--- src/rtl/operand_fetch.sv ---
// Operand fetch stage: reads the register bank, tracks in-flight writes in a scoreboard,
// and stalls decode on RAW/WAW hazards. Define OPERAND_FETCH_BYPASS_EN to forward writeback data.
module operand_fetch #(
    parameter int XLEN = 32,
    parameter int AW   = 5
) (
    input  logic            clk,
    input  logic            rst_n,
    input  logic            dec_valid_i,
    output logic            dec_ready_o,
    input  logic [AW-1:0]   dec_rs1_i,
    input  logic [AW-1:0]   dec_rs2_i,
    input  logic            dec_use_rs1_i,
    input  logic            dec_use_rs2_i,
    input  logic [AW-1:0]   dec_rd_i,
    input  logic            dec_rd_wr_i,
    output logic [AW-1:0]   rf_rs1_addr_o,
    output logic [AW-1:0]   rf_rs2_addr_o,
    input  logic [XLEN-1:0] rf_rs1_data_i,
    input  logic [XLEN-1:0] rf_rs2_data_i,
    input  logic            wb_en_i,
    input  logic [AW-1:0]   wb_addr_i,
    input  logic [XLEN-1:0] wb_data_i,
    output logic            ex_valid_o,
    input  logic            ex_ready_i,
    output logic [XLEN-1:0] ex_rs1_o,
    output logic [XLEN-1:0] ex_rs2_o,
    output logic [AW-1:0]   ex_rd_o,
    output logic            ex_rd_wr_o,
    output logic            busy_o
);

    localparam int DEPTH = 1 << AW;

`ifdef OPERAND_FETCH_BYPASS_EN
    localparam logic BYPASS_EN = 1'b1;
`else
    localparam logic BYPASS_EN = 1'b0;
`endif

    // Returns {ready, operand} for one source register.
    function automatic logic [XLEN:0] select_src(
        input logic            use_src,
        input logic [AW-1:0]   addr,
        input logic [XLEN-1:0] rf_data,
        input logic            pend,
        input logic            wb_en,
        input logic [AW-1:0]   wb_addr,
        input logic [XLEN-1:0] wb_data
    );
        logic [XLEN:0] res;
        if (!use_src || (addr == {AW{1'b0}})) begin
            res = {1'b1, {XLEN{1'b0}}};
        end else if (BYPASS_EN && wb_en && (wb_addr == addr)) begin
            res = {1'b1, wb_data};
        end else begin
            res = {~pend, rf_data};
        end
        return res;
    endfunction

    logic [DEPTH-1:0] pending_r;
    logic [DEPTH-1:0] pending_set_s;
    logic [DEPTH-1:0] pending_clr_s;
    logic [DEPTH-1:0] pending_nxt_s;

    logic             ex_valid_r;
    logic [XLEN-1:0]  ex_rs1_r;
    logic [XLEN-1:0]  ex_rs2_r;
    logic [AW-1:0]    ex_rd_r;
    logic             ex_rd_wr_r;

    logic [XLEN:0]    src1_s;
    logic [XLEN:0]    src2_s;
    logic             waw_s;
    logic             hazard_s;
    logic             slot_free_s;
    logic             dec_ready_s;
    logic             accept_s;
    logic             rd_tracked_s;
    logic             wb_clear_s;

    assign rf_rs1_addr_o = dec_rs1_i;
    assign rf_rs2_addr_o = dec_rs2_i;

    // Source readiness and operand selection.
    always_comb begin
        src1_s = select_src(dec_use_rs1_i, dec_rs1_i, rf_rs1_data_i, pending_r[dec_rs1_i],
                            wb_en_i, wb_addr_i, wb_data_i);
        src2_s = select_src(dec_use_rs2_i, dec_rs2_i, rf_rs2_data_i, pending_r[dec_rs2_i],
                            wb_en_i, wb_addr_i, wb_data_i);
    end

    // Hazard detection and handshake; a writeback to rd in this cycle lifts the WAW stall.
    always_comb begin
        rd_tracked_s = dec_rd_wr_i && (dec_rd_i != {AW{1'b0}});
        waw_s        = rd_tracked_s && pending_r[dec_rd_i] &&
                       !(wb_en_i && (wb_addr_i == dec_rd_i));
        hazard_s     = !src1_s[XLEN] || !src2_s[XLEN] || waw_s;
        slot_free_s  = !ex_valid_r || ex_ready_i;
        dec_ready_s  = slot_free_s && !hazard_s;
        accept_s     = dec_valid_i && dec_ready_s;
    end

    // Scoreboard next state; a set in the same cycle as a clear of the same index wins.
    always_comb begin
        wb_clear_s = wb_en_i && (wb_addr_i != {AW{1'b0}});
        if (wb_clear_s) begin
            pending_clr_s = {{(DEPTH-1){1'b0}}, 1'b1} << wb_addr_i;
        end else begin
            pending_clr_s = {DEPTH{1'b0}};
        end
        if (accept_s && rd_tracked_s) begin
            pending_set_s = {{(DEPTH-1){1'b0}}, 1'b1} << dec_rd_i;
        end else begin
            pending_set_s = {DEPTH{1'b0}};
        end
        pending_nxt_s = (pending_r & ~pending_clr_s) | pending_set_s;
    end

    // Scoreboard register.
    always_ff @(posedge clk or negedge rst_n) begin
        if (!rst_n) begin
            pending_r <= {DEPTH{1'b0}};
        end else begin
            pending_r <= pending_nxt_s;
        end
    end

    // Execute-stage pipeline register; holds its contents while execute is stalled.
    always_ff @(posedge clk or negedge rst_n) begin
        if (!rst_n) begin
            ex_valid_r <= 1'b0;
            ex_rs1_r   <= {XLEN{1'b0}};
            ex_rs2_r   <= {XLEN{1'b0}};
            ex_rd_r    <= {AW{1'b0}};
            ex_rd_wr_r <= 1'b0;
        end else if (accept_s) begin
            ex_valid_r <= 1'b1;
            ex_rs1_r   <= src1_s[XLEN-1:0];
            ex_rs2_r   <= src2_s[XLEN-1:0];
            ex_rd_r    <= dec_rd_i;
            ex_rd_wr_r <= dec_rd_wr_i;
        end else if (ex_ready_i) begin
            ex_valid_r <= 1'b0;
        end else begin
            ex_valid_r <= ex_valid_r;
        end
    end

    assign dec_ready_o = dec_ready_s;
    assign ex_valid_o  = ex_valid_r;
    assign ex_rs1_o    = ex_rs1_r;
    assign ex_rs2_o    = ex_rs2_r;
    assign ex_rd_o     = ex_rd_r;
    assign ex_rd_wr_o  = ex_rd_wr_r;
    assign busy_o      = |pending_r;

endmodule

--- config.mk ---
export PLATFORM = sky130hd
export DESIGN_NAME = operand_fetch
export DESIGN_NICKNAME = d
export VERILOG_FILES = /design/src/rtl/operand_fetch.sv
export SDC_FILE = /design/constraint.sdc
export NUM_CORES = 1
export LEC_CHECK = 0
export ABC_AREA = 1
export CAP_MARGIN = 10
export CORE_MARGIN = 3
export CORE_UTILIZATION = 50
export CTS_CLUSTER_DIAMETER = 50
export DETAILED_ROUTE_END_ITERATION = 7
export GPL_TIMING_DRIVEN = 1
export MAX_ROUTING_LAYER = met4
export PLACE_DENSITY = 0.87
export SLEW_MARGIN = 20
export SYNTH_ARGS = -nofsm -noshare
export SYNTH_HDL_FRONTEND = slang
export SYNTH_SLANG_ARGS = --single-unit
--- constraint.sdc ---
create_clock -name clk -period 3.7 [get_ports clk]
set_input_delay 0.74 -clock clk [delete_from_list [all_inputs] [get_ports clk]]
set_output_delay 0.74 -clock clk [all_outputs]
set_load 0.02 [all_outputs]
# Word-level counts from Yosys, hierarchy flattened
# Cells that the tools add are included.
[classes]
order_cmp = 3
n_eq_ne = 1
shift = 2
n_mux = 12
bitwise_logic = 5
n_reduce_logical = 26
[op_table]
columns = ["operator", "count"]
rows = [
  ["2-to-1 mux 33 bit", 2],
  ["2-to-1 mux 32 bit", 2],
  ["<< shifter 1 x 5 -> 32 bit (first input constant)", 2],
  ["bitwise AND 32 bit", 1],
  ["inverter 32 bit", 1],
  ["bitwise OR 32 bit", 1],
  ["OR reduction 32 bit", 1],
  ["less-than comparator 5 x 6 -> 1 bit (second input constant)", 3],
  ["binary-select mux 1 bit (select 5 bit)", 3],
  ["zero test 5 bit", 2],
  ["nonzero test 5 bit", 2],
  ["logical AND 1 bit", 8],
  ["zero test 1 bit", 7],
  ["equality test 5 bit", 1],
  ["logical OR 1 bit", 5],
  ["2-to-1 mux 1 bit", 5],
  ["inverter 1 bit", 2],
  ["nonzero test 2 bit", 1],
]
[word_totals]
regBits = 103
input_bits = 124
output_inout_bits = 83
elab_cells = 55

# Depth between registers and ports, before layout
[logic_depth]
depth_word = 13
mapped_depth = 17
ltp_nobuf = 14

# Worst setup path before layout
# OpenSTA, ideal clock, no wires.
[synth_timing]
kind = "in2out"
start = "in dec_rs2_i[0]"
end = "out dec_ready_o"
arrival_time_ns = 2.077
required_ns = 2.960
setup_slack_ns = 0.883
stages = 11
n_path_buf = 4
cell_sequence = "buf_2 -> inv_2 -> buf_4 -> nand3_1 -> o21ai_1 -> inv_2 -> nand3_1 -> nand3_1 -> nor2_4 -> buf_4 -> buf_4"
[synth_between]
elab_chain_len = 9
word_cells_on_any_way = 11
cone_classes = "3 x mux; 1 x bitwise; 7 x reduce/logical"
[synth_rtl]
columns = ["element", "line_no", "source"]
rows = [
  ["start, declared", "12", "input logic [AW-1:0] dec_rs2_i,"],
  ["binary-select mux 1 bit (select 5 bit)", "90", "src2_s = select_src(dec_use_rs2_i, dec_rs2_i, rf_rs2_data_i, pending_r[dec_rs2_i],"],
  ["2-to-1 mux 1 bit (implied by the code)", "90", ""],
  ["inverter 1 bit", "57", "res = {~pend, rf_data};"],
  ["2-to-1 mux 33 bit *", "52", "if (!use_src || (addr == {AW{1'b0}})) begin"],
  ["zero test 1 bit *", "99", "hazard_s = !src1_s[XLEN] || !src2_s[XLEN] || waw_s;"],
  ["logical OR 1 bit * (2 in series)", "99", ""],
  ["zero test 1 bit *", "101", "dec_ready_s = slot_free_s && !hazard_s;"],
  ["logical AND 1 bit *", "101", ""],
  ["end, declared", "10", "output logic dec_ready_o,"],
]
# Every way passes the cells marked *; elsewhere a longest branch is shown, timed or not. The select of a mux whose other input is x is not followed.

# Worst setup path in the final report
[layout_timing]
start = "in dec_rd_i[1]"
end = "out dec_ready_o"
[layout_between]
elab_chain_len = 7
word_cells_on_any_way = 12
cone_classes = "1 x eq/ne; 2 x mux; 9 x reduce/logical"
[layout_rtl]
columns = ["element", "line_no", "source"]
rows = [
  ["start, declared", "15", "input logic [AW-1:0] dec_rd_i,"],
  ["binary-select mux 1 bit (select 5 bit) (tied with other cells)", "97", "waw_s = rd_tracked_s && pending_r[dec_rd_i] &&"],
  ["2-to-1 mux 1 bit (implied by the code) (tied with other cells)", "97", ""],
  ["logical AND 1 bit / zero test 1 bit (equally long branches)", "97, 98", ""],
  ["logical AND 1 bit *", "97", ""],
  ["logical OR 1 bit *", "99", ""],
  ["zero test 1 bit *", "101", ""],
  ["logical AND 1 bit *", "101", ""],
]
# Marked as above.

==> reports/metrics.cfg <==
[status]
status=completed

[final_layout]
stdcell_area_um2=8340
fin_nets=1165
drive_above_1_share_pct=6.98
layout.cells.non_filler=1189
final_cell_mix=344 x nand2_1, 171 x clkdlybuf4s50_1, 103 x dfrtp_1, 70 x nand3_1, 64 x nand3b_1
nFillCells=961
area_growth_pct=35.8
n_antenna_cell=0
mostFrequentLayoutCell=nand2_1

[hold_path]
min_path_type=flop to flop

[die]
die_h_um=117
pin_count=207
rows=39
die_x_um=117
dieArea_um2=13600
core_um2=11700
initial_core_util_pct=52.4

[detailed_routing]
drt_iter0_markers=740
viasPerCell=5.54
drc=0
num_vias=6586
wl_um=21300
ant_nets=0
dr.pass1.iters=5
route.detailed.wl_per_inst_um=17.9

[critical_path]
cp-startpoint=dec_rd_i[1]
crit_fanout=8
max_stage_delay_ns=0.56
cp.required_ns=2.96
r2r_end=pending_r[27]
start_kind=primary input
cp_common_cell=nand2_1
critPathSlowestCell=clkdlybuf4s50_1
cp.arrival_ns=2.71
rr_startpoint=pending_r[19]
setup.worst_path.class=primary input to output pin
r2r_cells=15
cp_cell_sequence=clkdlybuf4s50_1 -> inv_2 -> nand2_2 -> nor2_1 -> nand3_1 -> nand2_1 -> inv_2 -> nand2_1 -> inv_1 -> nand2_1 -> nor2_1 -> nor2_4 -> dlygate4sd2_1
crit_path_end=dec_ready_o
end_kind=output pin
reg2reg_slack_ns=0.94

[clock_tree]
numCtsBuffers=9
cts_tree=built
cts_sinks=103
h-tree-depth=3
clk_path_buf_depth=2
clock_latency_ns=0.34
post-cts-setup-buffers=0
cts_root_buffer=clkbuf_16
clk_pin_slew_ns=0.07

[synthesis]
synth.distinct_cells=26
synthArstFlopShare_pct=100
synth-edff-count=0
synth-seq-area-share_pct=42.0
synth_nets=1003
syn_avg_cell_area_um2=6.98
synthCells=879
yosys_warnings=0
synth_area_um2=6140
ys_ff_latch=103
synth_ff_type=dfrtp_1

[global_route]
grt_max_degree=72
antenna_found_initial=0
grt_pass1_wl_um=33000
grt_usage_pct=32.2
grt_overflow=0
grt_pass1_vias=6391

[sta]
worst_pin_slew_ns=0.883
skew_ns=0.0106
rsz0062_at_grt=false
relSlewSlack_pct=41.2
fin_crit_sh_pct=93.3
setup_violations=0
slew_violations=0
hold_viol_final=0
fin_crit_ns=3.45
timing.fmax_mhz=290
hold_slack_ns=0.432

[pwr]
p_leak_uw=0.00405
peakVddDrop_mv=0.291
power_density_nw_per_um2=448

[placed_design]
io_buffers=174
place_area_um2=8040
placedCellCount=1173
dp_hpwl_um=15300
gp_congestion=0.992

[run]
cap_violations=0

[sequential cells by signal, summed over array words and instances (netlist names)]
register	flops
ex_rd_o	5
ex_valid_o	1
pending_r	32
ex_rs1_o	32
ex_rd_wr_o	1
ex_rs2_o	32
[cells in the mapped netlist (2+ instances only)]
master	number	area, um2
nand2_2	4	25.0
o21ai_0	44	220
nor3_1	16	80.1
buf_4	17	128
buf_1	5	18.8
buf_6	4	45.0
nand2_1	344	1290
o211ai_1	2	15.0
inv_2	11	41.3
o22ai_1	2	12.5
inv_1	53	199
dfrtp_1	103	2580
o21ai_1	11	55.1
nand3b_1	64	480
nand3_1	70	350
a21oi_1	4	20.0
nand4_1	25	156
buf_2	13	65.1
clkbuf_1	23	86.3
nor2_1	54	203
nor4_1	5	31.3
[power breakdown]
| group | switching, uW | internal (uW) |
|---|---|---|
| Clock | 437 | 507 |
| Sequential | 151 | 1320 |
| Combinational | 761 | 561 |
[logic make-up (layout without fill, tap and decap cells)]
group                  count (synthesis)  after routing  share of synthesized area, %
AND/OR/NAND/NOR                      583            583                          42.8
buffers and inverters                127            294                          9.56
flip-flops                           103            103                          42.0
AO/OA/AOI/OAI                         65             65                          5.50
XOR/XNOR                               1              1                         0.143
[per-stage QoR]
step           power (uW)  util (%)  setup slack, ns  setup TNS, ns
3_3_place_gp         2770      68.7          -0.0161        -0.0161
2_1_floorplan        2130         -            0.883              0
4_1_cts              3750      71.2            0.261              0
6_report             3740      71.2            0.249              0
3_5_place_dp         2800      68.7         -0.00679       -0.00679
5_1_grt              3910      71.2            0.112              0
[critical path, delay by kind of cell]
kind | cells | cell delay (ns)
buffers and inverters | 5 | 1.16
and+or+nand+nor | 8 | 0.81
[layer usage]
| metal | track usage, % | share of wire (%) | vias to the layer above |
|---|---|---|---|
| li1 | - | - | 3129 |
| met1 | 41.0 | 40 | 3016 |
| met2 | 51.4 | 48 | 355 |
| met3 | 5.04 | 7.4 | 86 |
| met4 | 13.5 | 4.5 | 0 |
| met5 | - | 0 | - |
[what timing repair did]
item,4_1_cts,5_1_grt
hold buffers,0,0
gates resized for setup,1,0
hold endpoints to repair,0,0
endpoints found under the setup margin,1,0
[how the worst min path moves through the flow]
stage                  from      endpoint  slack, ns  cells after the start
2_1_floorplan         rst_n    ex_rd_o[0]       0.44                      0
3_3_place_gp   pending_r[0]  pending_r[0]       0.42                      0
3_5_place_dp   pending_r[0]  pending_r[0]       0.42                      0
4_1_cts        pending_r[0]  pending_r[0]       0.44                      0
5_1_grt        pending_r[0]  pending_r[0]       0.45                      0
6_report       pending_r[0]  pending_r[0]       0.43                      0
[area by class of cell]
cell class              count  area, um2  area share (%)
clock buffers              11        253            3.03
clock inverters             5       47.5           0.570
inverters                  65        244            2.93
multi-input cells         649       2980            35.7
flip-flops and latches    103       2580            30.9
well taps                 143        179            2.15
repair buffers            213       2060            24.7
(Power assumes the default switching activity.)
==> variant 1: new RTL, same flow settings <==
Reset style: synchronous (`rst_n`), changed in 2 clocked blocks.
--- a/src/rtl/operand_fetch.sv
+++ b/src/rtl/operand_fetch.sv
@@ -119,7 +119,7 @@
     end
 
     // Scoreboard register.
-    always_ff @(posedge clk or negedge rst_n) begin
+    always_ff @(posedge clk) begin
         if (!rst_n) begin
             pending_r <= {DEPTH{1'b0}};
         end else begin
@@ -128,7 +128,7 @@
     end
 
     // Execute-stage pipeline register; holds its contents while execute is stalled.
-    always_ff @(posedge clk or negedge rst_n) begin
+    always_ff @(posedge clk) begin
         if (!rst_n) begin
             ex_valid_r <= 1'b0;
             ex_rs1_r   <= {XLEN{1'b0}};
Behaviour: differs if rst_n is asserted again (counterexample within 4 cycles, from zero or initial values and one cycle with rst_n low); with rst_n held inactive, the same outputs for 4 cycles.
==> variant 1 against the original RTL <==
  * Sequential share of layout area is 4.7 points lower
  * Area after synthesis down 6.3%
  * Global-route usage is 3.4 points lower
  * Non-clock buffer count shrank 9
  * Sequential cell count did not move
  * Total power is 19% lower
  * Setup slack gained 0.11 ns
  * Wire length is 12% lower
  * Clock skew is 0.0022 ns higher
  * Register-to-register slack improved by 0.27 ns
  * Final area is 5.7% lower
  * Critical endpoint unchanged
==> variant 1: results (changes against the original RTL) <==
Library cell with the largest summed area after synthesis: dfxtp_1 (was dfrtp_1). The number of buffers inserted by port buffering is 174 (unchanged). The run gives 1215 (was 1165) as the number of nets at the end of the flow. The fraction of layout instances using a drive strength above 1 was 0.0539 (was 0.0698); the static power due to leakage was 3.37 nW (was 4.05 nW). The instance area at placement is 7560 um^2 (was 8040 um^2). Adder and majority cell fraction of the synthesized area: 0 (unchanged). The number of CTS-inserted buffers was 9 (unchanged); the via count was 6631 (was 6586). The pin slew with the least headroom to its limit is 1.03 ns (was 0.883 ns), and the overall fraction of global-route tracks in use is 0.287 (was 0.322). Hold path startpoint: pending_r[0] (unchanged). The async set-reset flop share out of synthesis is 0 (was 1.00), and the post-DP HPWL is 13.3 mm (was 15.3 mm). For the number of DRC violations after detailed routing, the log shows 0 (unchanged).

The compound-cell area share of the yosys netlist was 0.139 (was 0.0550); the largest fanout on the critical path was 20 (was 8). The tools report the final estimated routing congestion in global placement as 0.972 (was 0.992). Slack of the worst reg-to-reg path: 1.21 ns (was 0.94 ns).

Reg-to-reg critical path startpoint: pending_r[28] (was pending_r[19]). Prevailing post-synth register cell: dfxtp_1 (was dfrtp_1). The worst-case clock skew was 0.0128 ns (was 0.0106 ns); the wire length per cell was 15.1 um (was 17.9 um).

The post-synthesis instance total came out at 942 (was 879). The logs give 0 (unchanged) for the setup fix buffers added after clock tree synthesis and 0.0316 ns (was -0.00679 ns) for the pre-CTS setup slack. The XOR/XNOR share of the synthesized area was 0.00152 (was 0.00143); the violation count after the first detailed-routing iteration was 758 (was 740). The share of the yosys chip area belonging to registers is 0.358 (was 0.420), and the clock latency reported for the late side of the worst-skew pair is 0.35 ns.

The count of unique library cells instantiated by Yosys is 28 (was 26). The tools report the maximum vdd drop as 0.241 mV (was 0.291 mV). The run finished with clean final reports. The number of nets in the synthesized netlist came out at 1066 (was 1003). The worst hold path endpoint was pending_r[0] (unchanged). The arrival time reported for the critical path endpoint is 2.60 ns (was 2.71 ns), and the count of cells resized by post-cts repair is 0 (was 1). The critical register-to-register path endpoint was ex_rs1_o[4] (was pending_r[27]). Cell types with the highest counts after synthesis: nor2_1 (246), nand2_1 (152), dfxtp_1 (103) (was nand2_1 (344), dfrtp_1 (103), nand3_1 (70)).

The logs give 29.5 mm (was 33.0 mm) for the first-pass GRT wire length and 7 (was 5) for the number of optimization iterations in the first detailed-route pass. The number of global-route vias before repair came out at 5957 (was 6391). Leading post-synthesis cells by cell area: dfxtp_1 (36%), nor2_1 (16%), nand2_1 (9.9%) (was dfrtp_1 (42%), nand2_1 (21%), nand3b_1 (7.8%)).

Number of warning messages in the yosys log: 0 (unchanged). The depth of the worst register-to-register path is 15 (unchanged). Hold path depth: 2 (was 0).
==> variant 1: worst max-delay path, stage by stage <==
cell,delay (ns)
clkdlybuf4s50_1,0.58
buf_4,0.28
o21ai_0,0.12
nand2_1,0.06
nand3_1,0.09
nand3_1,0.09
nand3_1,0.06
nand3_1,0.08
nand2_1,0.10
nor2_4,0.15
dlymetal6s2s_1,0.24
==> variant 1: through the flow <==
stage | hold slack [ns] | instances | utilization
2_1_floorplan | 0.433 | 942 | -
3_3_place_gp | 0.454 | 1220 | 0.685
3_5_place_dp | 0.464 | 1220 | 0.685
4_1_cts | 0.473 | 1235 | 0.713
5_1_grt | 0.503 | 1235 | 0.713
6_report | 0.473 | 1235 | 0.713
==> variant 1: worst max path at each step <==
stage,from,to,slack [ns],cells after the start
after floorplan,dec_rs2_i[0],dec_ready_o,1.0,13
after detailed placement,dec_rd_i[0],dec_ready_o,0.03,12
after global routing,dec_rs1_i[0],dec_ready_o,0.21,12
final,dec_rd_i[0],dec_ready_o,0.36,11
after global placement,dec_rd_i[0],dec_ready_o,0.02,11
after CTS,dec_rs1_i[0],dec_ready_o,0.004,13
==> variant 1: layout make-up <==
cell class,instances,area (um^2)
Fill cell,935,3170
Multi-Input combinational cell,664,2910
Clock buffer,9,225
Inverter,109,412
Timing Repair Buffer,204,2000
Tap cell,140,175
Sequential cell,103,2060
Clock inverter,6,77.6
==> variant 1: routing by layer <==
metal	share of wire	GRT usage
met1	0.41	0.361
met5	0	-
met2	0.46	0.453
met4	0.032	0.105
met3	0.099	0.0652
==> variant 1: kinds of logic (layout without fill, tap and decap cells) <==
kind of cell              count (synthesis)  after routing
AOI/OAI and AO/OA                       156            156
xor gates and xnor gates                  1              1
DFF                                     103            103
buffers and inverters                   175            328
and+or+nand+nor                         507            507
==> variant 1: power by group <==
part | internal, mW | switching (mW)
clock network | 0.535 | 0.456
logic | 0.359 | 0.453
registers | 1.19 | 0.0379
total | 2.08 | 0.946
==> variant 2: new RTL, same settings <==
Made on the original files. `XLEN`: 32 -> 36.
--- a/src/rtl/operand_fetch.sv
+++ b/src/rtl/operand_fetch.sv
@@ -1,7 +1,7 @@
 // Operand fetch stage: reads the register bank, tracks in-flight writes in a scoreboard,
 // and stalls decode on RAW/WAW hazards. Define OPERAND_FETCH_BYPASS_EN to forward writeback data.
 module operand_fetch #(
-    parameter int XLEN = 32,
+    parameter int XLEN = 36,
     parameter int AW   = 5
 ) (
     input  logic            clk,
Ports: changed (5 resized); port bits go from 207 to 227. No check against the original RTL was run, so the function may have changed too.
==> variant 2 against the original RTL <==
  * Via count increased by 5.9%
  * Sequential cell count up 8
  * Total power increased by 8.3%
  * Final area grew 7.0%
  * Area after synthesis up 5.4%
  * Setup slack worse by 0.0085 ns
  * Wire length fell by 0.58%
  * Non-clock buffer count rose by 17
  * Critical endpoint unchanged
==> variant 2: results (changes against the original RTL) <==
Via count: 6973 (was 6586). The async set-reset flop share out of synthesis is 1.00 (unchanged), and the overall fraction of global-route tracks in use is 0.304 (was 0.322). The clock network area share came out at 0.0360 (about the same). The first-pass GRT wire length is 33.8 mm (was 33.0 mm). The tools report the final cell count without fillers as 1279 (was 1189). The run finished with clean final reports. The multi-input combinational gate total was 689 (was 649); the post-DP HPWL was 15.4 mm (was 15.3 mm). The static power due to leakage was 4.31 nW (was 4.05 nW); the part of the total power dissipated in combinational logic was 0.346 (was 0.353).

The row count is 40 (was 39). The worst-case clock skew was 0.0114 ns (was 0.0106 ns). Violation count after the first detailed-routing iteration: 738 (was 740). For the share of total power in the clock network, the log shows 0.262 (was 0.252).

The run gives 0.000209 ns (was -0.00679 ns) as the pre-CTS setup slack. The maximum vdd drop came out at 0.360 mV (was 0.291 mV). The clock buffer instance count of the final layout came out at 10 (was 11). Area taken by flip-flops and latches: 2780 um^2 (was 2580 um^2). XOR/XNOR share of the synthesized area: 0 (was 0.00143).

The register fraction of the total cell area was 0.311 (was 0.309); the total net switching power was 1.41 mW (was 1.35 mW). Cell types with the highest counts after synthesis: nand2_1 (378), dfrtp_1 (111), nand3b_1 (72) (was nand2_1 (344), dfrtp_1 (103), nand3_1 (70)). The clock latency reported for the late side of the worst-skew pair was 0.36 ns (was 0.34 ns); the final estimated routing congestion in global placement was 0.995 (was 0.992). Leading post-synthesis cells by cell area: dfrtp_1 (43%), nand2_1 (22%), nand3b_1 (8.4%) (was dfrtp_1 (42%), nand2_1 (21%), nand3b_1 (7.8%)). For the multi-input combinational cell area, the log shows 3120 um^2 (was 2980 um^2).

The adder and majority cell fraction of the synthesized area came out at 0 (unchanged). Number of global-route vias before repair: 6703 (was 6391). The run gives 2.72 ns (was 2.71 ns) as the arrival time reported for the critical path endpoint. The reported combinational group power was 1.40 mW (was 1.32 mW). The count of unique library cells instantiated by Yosys was 24 (was 26). Largest fanout on the critical path: 5 (was 8). Compound-cell area share of the yosys netlist: 0.0537 (was 0.0550).

The highest cell delay on the worst timing path is 0.58 ns (was 0.56 ns), and the number of buffers inserted by port buffering is 190 (was 174). The number of clock sinks is 111 (was 103). The relative max-transition margin is 0.498 (was 0.412). The wire length per cell is 16.5 um (was 17.9 um), and the share of the yosys chip area belonging to registers is 0.429 (was 0.420).
variant 2: changes by cell type after synthesis, moves of 7 or more:
| cell | change |
|---|---|
| dfrtp_1 | +8 |
| buf_2 | +8 |
| nor2_1 | +12 |
| nor3_1 | -7 |
| nand2_1 | +34 |
| nand3b_1 | +8 |
| o21ai_0 | +7 |
| o21ai_1 | -10 |
variant 2: worst paths after layout:
path	slack, ns	startpoint	endpoint	cells past startpoint
hold reg to reg	0.41	pending_r[0]	pending_r[0]	0
setup / recovery	0.24	dec_rd_i[1]	dec_ready_o	11
hold / removal	0.41	pending_r[0]	pending_r[0]	0
max in group asynchronous	2.36	rst_n	pending_r[28]	2
setup reg to reg	0.93	pending_r[15]	ex_rs2_o[30]	13
min in group asynchronous	0.45	rst_n	ex_rs1_o[12]	1
variant 2: per-layer routing:
metal	track usage	routed length, um	vias up
met4	0.142	916	0
met5	-	0	-
met2	0.488	10000	373
met3	0.0679	1950	74
li1	-	-	3312
met1	0.366	8300	3214
